**src/rtl/ledcube_pkg.sv**
```systemverilog
// ----------------------------------------------------------------------------
// ledcube_pkg
// Shared geometry and write-port constants for the LED panel chain. The byte
// stream writer and the panel driver both import this package, so the frame
// store layout is defined in one place.
//
// WIDTH / SIZE_BITS below describe the default two-panel chain. Modules that
// take a CHAINED parameter derive their own values through calc_width() and
// calc_size_bits(), so the formulas stay in one place.
// ----------------------------------------------------------------------------
package ledcube_pkg;

    localparam int PANEL_W         = 64;
    localparam int HEIGHT          = 64;
    localparam int DEFAULT_CHAINED = 2;

    // Byte lanes written into the frame store: B, G and R, never the top lane.
    localparam logic [3:0] WR_MASK = 4'b0111;

    function automatic int calc_width(input int chained);
        return PANEL_W * chained;
    endfunction

    function automatic int calc_size_bits(input int chained);
        return $clog2(chained);
    endfunction

    localparam int WIDTH     = calc_width(DEFAULT_CHAINED);
    localparam int SIZE_BITS = calc_size_bits(DEFAULT_CHAINED);

    typedef enum logic [1:0] {
        StIdle,
        StGetR,
        StGetG,
        StGetB
    } wr_state_e;

    // Keep the top 'depth' bits of a colour byte, right-aligned, zero-padded.
    function automatic logic [7:0] trunc_colour(input logic [7:0] b, input int depth);
        return b >> (8 - depth);
    endfunction

endpackage

```
**src/rtl/pixel_addr_gen.sv**
```systemverilog
// ----------------------------------------------------------------------------
// pixel_addr_gen
// Raster position counters for the frame store plus the column mapping used
// by serpentine-wired panel chains.
//
// Ports
//   i_clk      clock, rising edge
//   i_rst_n    asynchronous active-low reset
//   i_clear    restart at pixel (0,0) on the next edge
//   i_advance  one pixel has been written; step to the next raster position
//   o_addr     frame-store address of the current position, {y, col}
//   o_last     current position is the final pixel of the frame
// ----------------------------------------------------------------------------
module pixel_addr_gen
    import ledcube_pkg::*;
#(
    parameter int CHAINED    = 2,
    parameter int SERPENTINE = 0
) (
    input  logic        i_clk,
    input  logic        i_rst_n,
    input  logic        i_clear,
    input  logic        i_advance,
    output logic [15:0] o_addr,
    output logic        o_last
);

    localparam int LINE_W = calc_width(CHAINED);
    localparam int SB     = calc_size_bits(CHAINED);
    localparam int XW     = 6 + SB;

    logic [XW-1:0] r_x;
    logic [5:0]    r_y;
    logic          w_x_last;
    logic [XW-1:0] w_col;

    assign w_x_last = (r_x == XW'(LINE_W - 1));

    // y is six bits wide, so stepping past the bottom row wraps it to 0.
    always_ff @(posedge i_clk or negedge i_rst_n) begin
        if (!i_rst_n) begin
            r_x <= '0;
            r_y <= '0;
        end else if (i_clear) begin
            r_x <= '0;
            r_y <= '0;
        end else if (i_advance) begin
            if (w_x_last) begin
                r_x <= '0;
                r_y <= r_y + 6'd1;
            end else begin
                r_x <= r_x + XW'(1);
            end
        end
    end

    // Serpentine chains feed odd rows from the far end.
    always_comb begin
        w_col = r_x;
        if ((SERPENTINE != 0) && r_y[0]) begin
            w_col = XW'(LINE_W - 1) - r_x;
        end
    end

    assign o_addr = 16'({r_y, w_col});
    assign o_last = w_x_last && (r_y == 6'(HEIGHT - 1));

endmodule

```
**src/rtl/pixel_stream_writer.sv**
```systemverilog
// ----------------------------------------------------------------------------
// pixel_stream_writer
// Converts an R,G,B byte stream into 24-bit frame-store writes, one per pixel,
// in raster order. A byte flagged with in_sof restarts the frame at pixel 0.
//
// Ports
//   ctrl_clk, ctrl_rstn   clock (rising edge) and async active-low reset
//   in_valid/in_ready     byte-stream handshake; in_data carries R,G,B bytes
//   in_sof                current byte is the R byte of pixel 0
//   err_clr               clears the sticky error flags
//   ctrl_en/wr/addr/wdat  frame-store write port, one-cycle write strobe
//   frame_done            pulses with the write of the last pixel of a frame
//   frame_cnt             completed frames, wraps at 16 bits
//   err_short             sticky: frame restarted before it was complete
//   err_drop              sticky: byte received while waiting for a frame start
// ----------------------------------------------------------------------------
module pixel_stream_writer
    import ledcube_pkg::*;
#(
    parameter int CHAINED     = 2,
    parameter int INPUT_DEPTH = 6,
    parameter int SERPENTINE  = 0
) (
    input  logic        ctrl_clk,
    input  logic        ctrl_rstn,
    input  logic        in_valid,
    output logic        in_ready,
    input  logic [7:0]  in_data,
    input  logic        in_sof,
    input  logic        err_clr,
    output logic        ctrl_en,
    output logic [3:0]  ctrl_wr,
    output logic [15:0] ctrl_addr,
    output logic [23:0] ctrl_wdat,
    output logic        frame_done,
    output logic [15:0] frame_cnt,
    output logic        err_short,
    output logic        err_drop
);

    wr_state_e r_state;
    wr_state_e w_state_next;

    logic        w_accept;
    logic        w_load_r;
    logic        w_load_g;
    logic        w_pix_done;
    logic        w_frame_end;
    logic        w_restart;
    logic        w_ev_short;
    logic        w_ev_drop;
    logic [15:0] w_addr;
    logic        w_last;

    logic [7:0]  r_red;
    logic [7:0]  r_green;
    logic        r_ctrl_en;
    logic [3:0]  r_ctrl_wr;
    logic [15:0] r_ctrl_addr;
    logic [23:0] r_ctrl_wdat;
    logic        r_frame_done;
    logic [15:0] r_frame_cnt;
    logic        r_err_short;
    logic        r_err_drop;

    // The stream is never back-pressured; ready only drops while in reset.
    assign in_ready = ctrl_rstn;
    assign w_accept = in_valid && in_ready;

    pixel_addr_gen #(
        .CHAINED    (CHAINED),
        .SERPENTINE (SERPENTINE)
    ) u_addr_gen (
        .i_clk     (ctrl_clk),
        .i_rst_n   (ctrl_rstn),
        .i_clear   (w_restart),
        .i_advance (w_pix_done),
        .o_addr    (w_addr),
        .o_last    (w_last)
    );

    // State register
    always_ff @(posedge ctrl_clk or negedge ctrl_rstn) begin
        if (!ctrl_rstn) begin
            r_state <= StIdle;
        end else begin
            r_state <= w_state_next;
        end
    end

    // Next-state logic. in_sof always wins: the byte becomes R of pixel 0.
    always_comb begin
        w_state_next = r_state;
        if (w_accept) begin
            if (in_sof) begin
                w_state_next = StGetG;
            end else begin
                unique case (r_state)
                    StIdle: w_state_next = StIdle;
                    StGetR: w_state_next = StGetG;
                    StGetG: w_state_next = StGetB;
                    StGetB: w_state_next = w_last ? StIdle : StGetR;
                endcase
            end
        end
    end

    // Per-cycle events decoded from the state and the accepted byte.
    always_comb begin
        w_restart   = w_accept && in_sof;
        w_load_r    = w_accept && (in_sof || (r_state == StGetR));
        w_load_g    = w_accept && !in_sof && (r_state == StGetG);
        w_pix_done  = w_accept && !in_sof && (r_state == StGetB);
        w_frame_end = w_pix_done && w_last;
        w_ev_short  = w_accept && in_sof && (r_state != StIdle);
        w_ev_drop   = w_accept && !in_sof && (r_state == StIdle);
    end

    always_ff @(posedge ctrl_clk or negedge ctrl_rstn) begin
        if (!ctrl_rstn) begin
            r_red   <= '0;
            r_green <= '0;
        end else begin
            if (w_load_r) begin
                r_red <= in_data;
            end
            if (w_load_g) begin
                r_green <= in_data;
            end
        end
    end

    // Write port: the B byte goes straight from in_data into the write word.
    always_ff @(posedge ctrl_clk or negedge ctrl_rstn) begin
        if (!ctrl_rstn) begin
            r_ctrl_en   <= 1'b0;
            r_ctrl_wr   <= '0;
            r_ctrl_addr <= '0;
            r_ctrl_wdat <= '0;
        end else begin
            r_ctrl_en <= w_pix_done;
            r_ctrl_wr <= w_pix_done ? WR_MASK : 4'b0000;
            if (w_pix_done) begin
                r_ctrl_addr <= w_addr;
                r_ctrl_wdat <= {trunc_colour(r_red, INPUT_DEPTH),
                                trunc_colour(r_green, INPUT_DEPTH),
                                trunc_colour(in_data, INPUT_DEPTH)};
            end
        end
    end

    // Status. A new error in the clearing cycle must still leave the flag set.
    always_ff @(posedge ctrl_clk or negedge ctrl_rstn) begin
        if (!ctrl_rstn) begin
            r_frame_done <= 1'b0;
            r_frame_cnt  <= '0;
            r_err_short  <= 1'b0;
            r_err_drop   <= 1'b0;
        end else begin
            r_frame_done <= w_frame_end;
            if (w_frame_end) begin
                r_frame_cnt <= r_frame_cnt + 16'd1;
            end
            r_err_short <= (r_err_short && !err_clr) || w_ev_short;
            r_err_drop  <= (r_err_drop && !err_clr) || w_ev_drop;
        end
    end

    assign ctrl_en    = r_ctrl_en;
    assign ctrl_wr    = r_ctrl_wr;
    assign ctrl_addr  = r_ctrl_addr;
    assign ctrl_wdat  = r_ctrl_wdat;
    assign frame_done = r_frame_done;
    assign frame_cnt  = r_frame_cnt;
    assign err_short  = r_err_short;
    assign err_drop   = r_err_drop;

endmodule

```
**config.mk**
```make
export PLATFORM = sky130hd
export DESIGN_NAME = pixel_stream_writer
export DESIGN_NICKNAME = d
export VERILOG_FILES = /design/src/rtl/ledcube_pkg.sv /design/src/rtl/pixel_addr_gen.sv /design/src/rtl/pixel_stream_writer.sv
export SDC_FILE = /design/constraint.sdc
export NUM_CORES = 1
export LEC_CHECK = 0
export BUFFER_PORTS_ARGS = -buffer_cell sky130_fd_sc_hd__buf_2
export CORE_MARGIN = 2
export CORE_UTILIZATION = 58
export CTS_BUF_LIST = sky130_fd_sc_hd__clkbuf_16
export DETAILED_ROUTE_END_ITERATION = 8
export PLACE_DENSITY_LB_ADDON = 0.12
export SLEW_MARGIN = 20
export SYNTH_ARGS = -nofsm -noshare
export SYNTH_HDL_FRONTEND = slang
export SYNTH_SLANG_ARGS = --single-unit
export TNS_END_PERCENT = 10
```
**constraint.sdc**
```tcl
create_clock -name ctrl_clk -period 3.35 [get_ports ctrl_clk]
set_clock_uncertainty 0.15 [all_clocks]
set_input_delay 0.5025 -clock ctrl_clk [delete_from_list [all_inputs] [get_ports ctrl_clk]]
set_output_delay 0.5025 -clock ctrl_clk [all_outputs]
set_load 0.005 [all_outputs]
```
After elaboration in Yosys (flattened, before gate mapping):

Cells that the tools add are included.

* register bits after elaboration: 85
* input bits: 13
* output and inout bits: 65
* word-level logic and storage cells: 53

* $add $sub $neg: 3
* equality and inequality tests: 5
* muxes and demuxes: 10
* reduce and logical (&&, ||, !) cells: 22

Operators with widths (number)
* 2-to-1 mux 7 bit: 3
* 2-to-1 mux 6 bit: 3
* adder 16 x 1 -> 16 bit (second input constant): 1
* logical AND 1 bit: 12
* one-hot mux 2 bit (4 select lines): 1
* adder 7 x 1 -> 7 bit (second input constant): 1
* equality test 7 bit (second input constant): 1
* adder 6 x 1 -> 6 bit (second input constant): 1
* equality test 6 bit (second input constant): 1
* nonzero test 2 bit: 3
* equality test 2 bit (second input constant): 2
* logical OR 1 bit: 3
* 2-to-1 mux 3 bit: 1
* equality test 2 x 1 -> 1 bit (second input constant): 1
* zero test 1 bit: 2
* zero test 2 bit: 1
* 2-to-1 mux 2 bit: 1
* AND reduction 2 bit: 1
* 2-to-1 mux 1 bit: 1

Logic depth before layout (Yosys ltp):

* depth in word-level cells: 5
* mapped depth: 7
* mapped depth without buffers: 6

By module:

From an unflattened synthesis, not the netlist that was laid out.

* cells, all modules: 346
* area total of the unflattened synthesis: 3565.9 um^2

By module, submodules not included
* pixel_stream_writer: instances 1, cells each 268, area each 2820.2 um^2, sequential area each 1701.6 um^2
* pixel_addr_gen: instances 1, cells each 78, area each 745.7 um^2, sequential area each 325.3 um^2

Worst setup path after synthesis:

No wires, ideal clock.

* path type: register to register
* start point: register u_addr_gen.r_x[0]
* end point: register r_frame_cnt[8], in the netlist frame_cnt[8]
* setup time: 125 ps
* data arrival time: 1478 ps
* data required time: 3075 ps
* setup slack: 1598 ps
* stages on the path, launching flop included: 7
* path buffers: 1
* clock period less this slack: 1752 ps
* cells stage by stage: dfrtp_1 > ha_1 > nand4_2 > nor3_4 > buf_6 > nand4_4 > xnor2_2

* longest elaborated chain between the ends: 3

RTL lines
* start, declared: line pixel_addr_gen.sv:32 `logic [XW-1:0] r_x;`
* start signal, assigned: line pixel_addr_gen.sv:52 `r_x <= r_x + XW'(1);`
* equality test 7 bit: line pixel_addr_gen.sv:37 `assign w_x_last = (r_x == XW'(LINE_W - 1));`
* logical AND 1 bit: line pixel_addr_gen.sv:66 `assign o_last = w_x_last && (r_y == 6'(HEIGHT - 1));`
* logical AND 1 bit: line pixel_stream_writer.sv:114 `w_frame_end = w_pix_done && w_last;`
* end signal, assigned: line pixel_stream_writer.sv:162 `r_frame_cnt <= r_frame_cnt + 16'd1;`
* end, declared: line pixel_stream_writer.sv:62 `logic [15:0] r_frame_cnt;`

No other way between the ends.
A chain may end at the register's enable or synchronous reset.

Worst setup path in the final report:

* start point: input ctrl_rstn
* end point: output in_ready

RTL lines
* start, declared: line pixel_stream_writer.sv:25 `input logic ctrl_rstn,`
* end, declared: line pixel_stream_writer.sv:27 `output logic in_ready,`

No word-level cell between the ends.

==> implementation parameters <==
Parameter                              Value

Floorplan
  Floorplan row count ... 28
  Starting utilization of the core area ... 60.1%
  Die width ... roughly 83 um
  # IOs ... 78
  Height of the die ... slightly above 80 um
  Core area ... roughly 6000 um^2
  Total die area ... just under 7000 um^2

Placement
  Placement Setup Slack ... 0.927 ns
  Weighted congestion at the end of routability-driven global placement ... 0.725
  Half-perimeter wire length after placement ... about 4700 um
  Count of buffers from port buffering ... 65

Clock network
  Worst-Skew Late Latency ... about 0.33 ns
  CTS tree ... done
  Post-CTS setup buffer count ... 0
  Clock buffer depth ... 2
  Total clock buffers created by CTS ... 9
  Post-cts gate resize count ... 0
  Clock sink total ... 78
  Clock slew seen by the registers of the worst setup and hold paths ... roughly 0.06 ns
  Quantity of hold-fixing buffers added after cts ... 1
  H-tree depth reported by CTS ... 3
  CTS root buf ... clkbuf_16

Logic synthesis
  Yosys top cell by area ... dfrtp_1
  Distinct cell type count of the synthesized netlist ... 42
  Leading post-synthesis cells by cell area ... dfrtp_1 54%, nand2_1 11%, xnor2_1 3.9%, mux2_2 3.8%, buf_4 2.9%
  Post-synthesis instance area ... roughly 3600 um^2
  Post-synthesis sequential area ratio ... between 50 and 60%
  Most frequently used cell type in the post-synthesis netlist ... nand2_1
  Synth top area share ... between 50% and 60%
  Proportion of synthesized flip-flops having asynchronous set or reset ... between 90% and 100%
  Syn avg cell area ... 10.6 um^2
  Flip-flop and latch count after synthesis ... between 70 and 80
  Commonest cells in the synthesized netlist ... 107 x nand2_1, 78 x dfrtp_1, 16 x xnor2_1, 14 x buf_4, 14 x nor2_1
  Most frequently used flop master after synthesis ... dfrtp_1
  Cell count after synthesis ... 338
  Number of synthesized flops with an enable pin ... 0
  Synthesis warning total ... 0

Job
  Max Cap Viol ... 0

Power and ir drop
  Leak Pwr ... approximately 2.3 nW
  Pwr dens ... around 620 nW/um^2
  Maximum ir drop on the vdd rail ... about 0.44 mV

Hold path
  Class of the worst hold path ... in -> reg
  Worst Hold Launch ... err_clr
  Worst-case hold path end point ... err_short
  Worst hold path stage count ... 2

Timing
  Worst Hold Margin ... 0.231 ns
  Number of setup violations in the final report ... 0
  Min Tclk post-route ... between 2 and 3 ns
  Setup repair after global routing missed its margin ... false
  Crit share post-route ... between 80% and 90%
  Smallest setup slack after layout ... between 0.4 and 0.5 ns
  Final hold viol count ... 0
  Worst-case headroom to the max-slew limit ... a little over two fifths
  Transition time at the pin with the least slew margin ... 0.846 ns
  Max Transition Viols Final ... 0
  Highest achievable clock rate ... around 340 MHz
  Sum of negative setup slack ... 0 ns

Outcome
  Status ... completed

Route
  Detailed-route wire length ... around 7000 um
  DR DRC count ... 0
  Iteration-0 DRC Markers ... ~140
  Routed wire length per instance ... ~14 um
  Count of vias placed by the detailed router ... around 2,500
  Antenna Nets Post-Route ... 0
  Detailed-routing iteration count for the pre-antenna-repair pass ... 4
  Via-per-instance ratio ... slightly above 5

GRT
  Global-route wire length before repair ... ~11,000 um
  Aggregate global routing overflow ... 0
  Initial antenna violation count ... 0
  GRT Resource Usage Total ... between 20 and 25%
  Vias in the first global route ... ~2,300
  Maximum number of pins on one net before global-route repair ... 70

Critical path
  Kind of end point of the critical path ... output pin
  Critical path class ... in -> out
  Peak fanout along the critical path ... slightly below 70
  R2r setup slk ... 1.08 ns
  Arrival time reported for the critical path endpoint ... approximately 2.3 ns
  Launching element type of the critical path ... input pin
  Number of cell instances on the worst register-to-register path ... 6
  Required time of the worst setup path ... between 2 and 3 ns
  Worst reg2reg path startpoint ... r_state[0]
  Endpoint of the most critical register-to-register path ... u_addr_gen.r_y[1]

Layout
  Proportion of layout cells with a drive suffix above 1 ... around 28%
  Area added between synthesis and finish ... 17.1%
  ANT cells ... 0
  Final nets ... ~420
## state kept, by name, summed over array words and instances (netlist names)
register and count:
ctrl_addr 13, r_state 2, r_red 6, u_addr_gen.r_y 6
err_drop 1, u_addr_gen.r_x 7, ctrl_wdat 18, frame_cnt 16
ctrl_wr 1, err_short 1, frame_done 1, r_green 6
## per-layer routing
metal	global-route usage [%]	part of all wire [%]	up-vias
li1	-	-	1227
met1	31.6	47	1229
met2	33.1	48	48
met3	5.22	3.7	7
met4	7.54	1.1	0
met5	0	0	-
## how the worst max path moves through the flow
stage | from | to | slack (ns) | depth (start not counted)
final | ctrl_rstn | in_ready | 0.43 | 4
after global routing | ctrl_rstn | in_ready | 0.19 | 4
after CTS | ctrl_rstn | in_ready | 0.36 | 4
after detailed placement | ctrl_rstn | in_ready | 0.93 | 3
after global placement | ctrl_rstn | in_ready | 0.93 | 3
after floorplan | u_addr_gen.r_x[0] | frame_cnt[8] | 1.60 | 6
## where the power goes
group          switching [W]  internal, W
registers           0.000108      0.00114
clock network       0.000354     0.000564
logic               0.000236     0.000214
total               0.000698      0.00191
## cells in the final DEF, fill, tap and decap left out, drive strengths merged, types with 10 or more instances in the layout
cell type / count
inv: 10
buf: 69
mux2: 13
nand4: 11
conb: 10
nor2: 15
xnor2: 18
nand2: 109
nand3: 10
dfrtp: 78
## area by class of cell
type                       instances  area [um^2]
tap                               75         93.8
clock inverter                     6         55.1
clock buffer                       9          225
sequential                        78         1950
fill                             472         1760
inverter                           9         33.8
multi-input combinational        236         1470
timing repair buffer              70          368
## worst max-delay path: stages
cell and delay (ns):
dlygate4sd3_1 0.54, buf_4 0.25, buf_4 0.72, buf_2 0.24
## stage by stage
stage / utilization, % / power [W] / area [um^2] / std cells
global placement: 65.6 / 0.00168 / 3910 / 467
floorplan: - / 0.00151 / 3620 / 347
CTS: 70.4 / 0.00263 / 4200 / 483
global route: 70.4 / 0.00278 / 4200 / 483
detailed placement: 65.6 / 0.00171 / 3910 / 467
finish: 70.4 / 0.00261 / 4200 / 483
## kinds of logic after synthesis
group / share of synthesized area (%)
muxes: 4.65
xor gates and xnor gates: 5.31
and+or+nand+nor: 24.2
DFF: 54.5
adders and majority gates: 2.44
buffers and inverters: 5.48
AOI/OAI and AO/OA: 3.28
other: 0.105
Note: power is estimated with default switching activity, not from simulation.
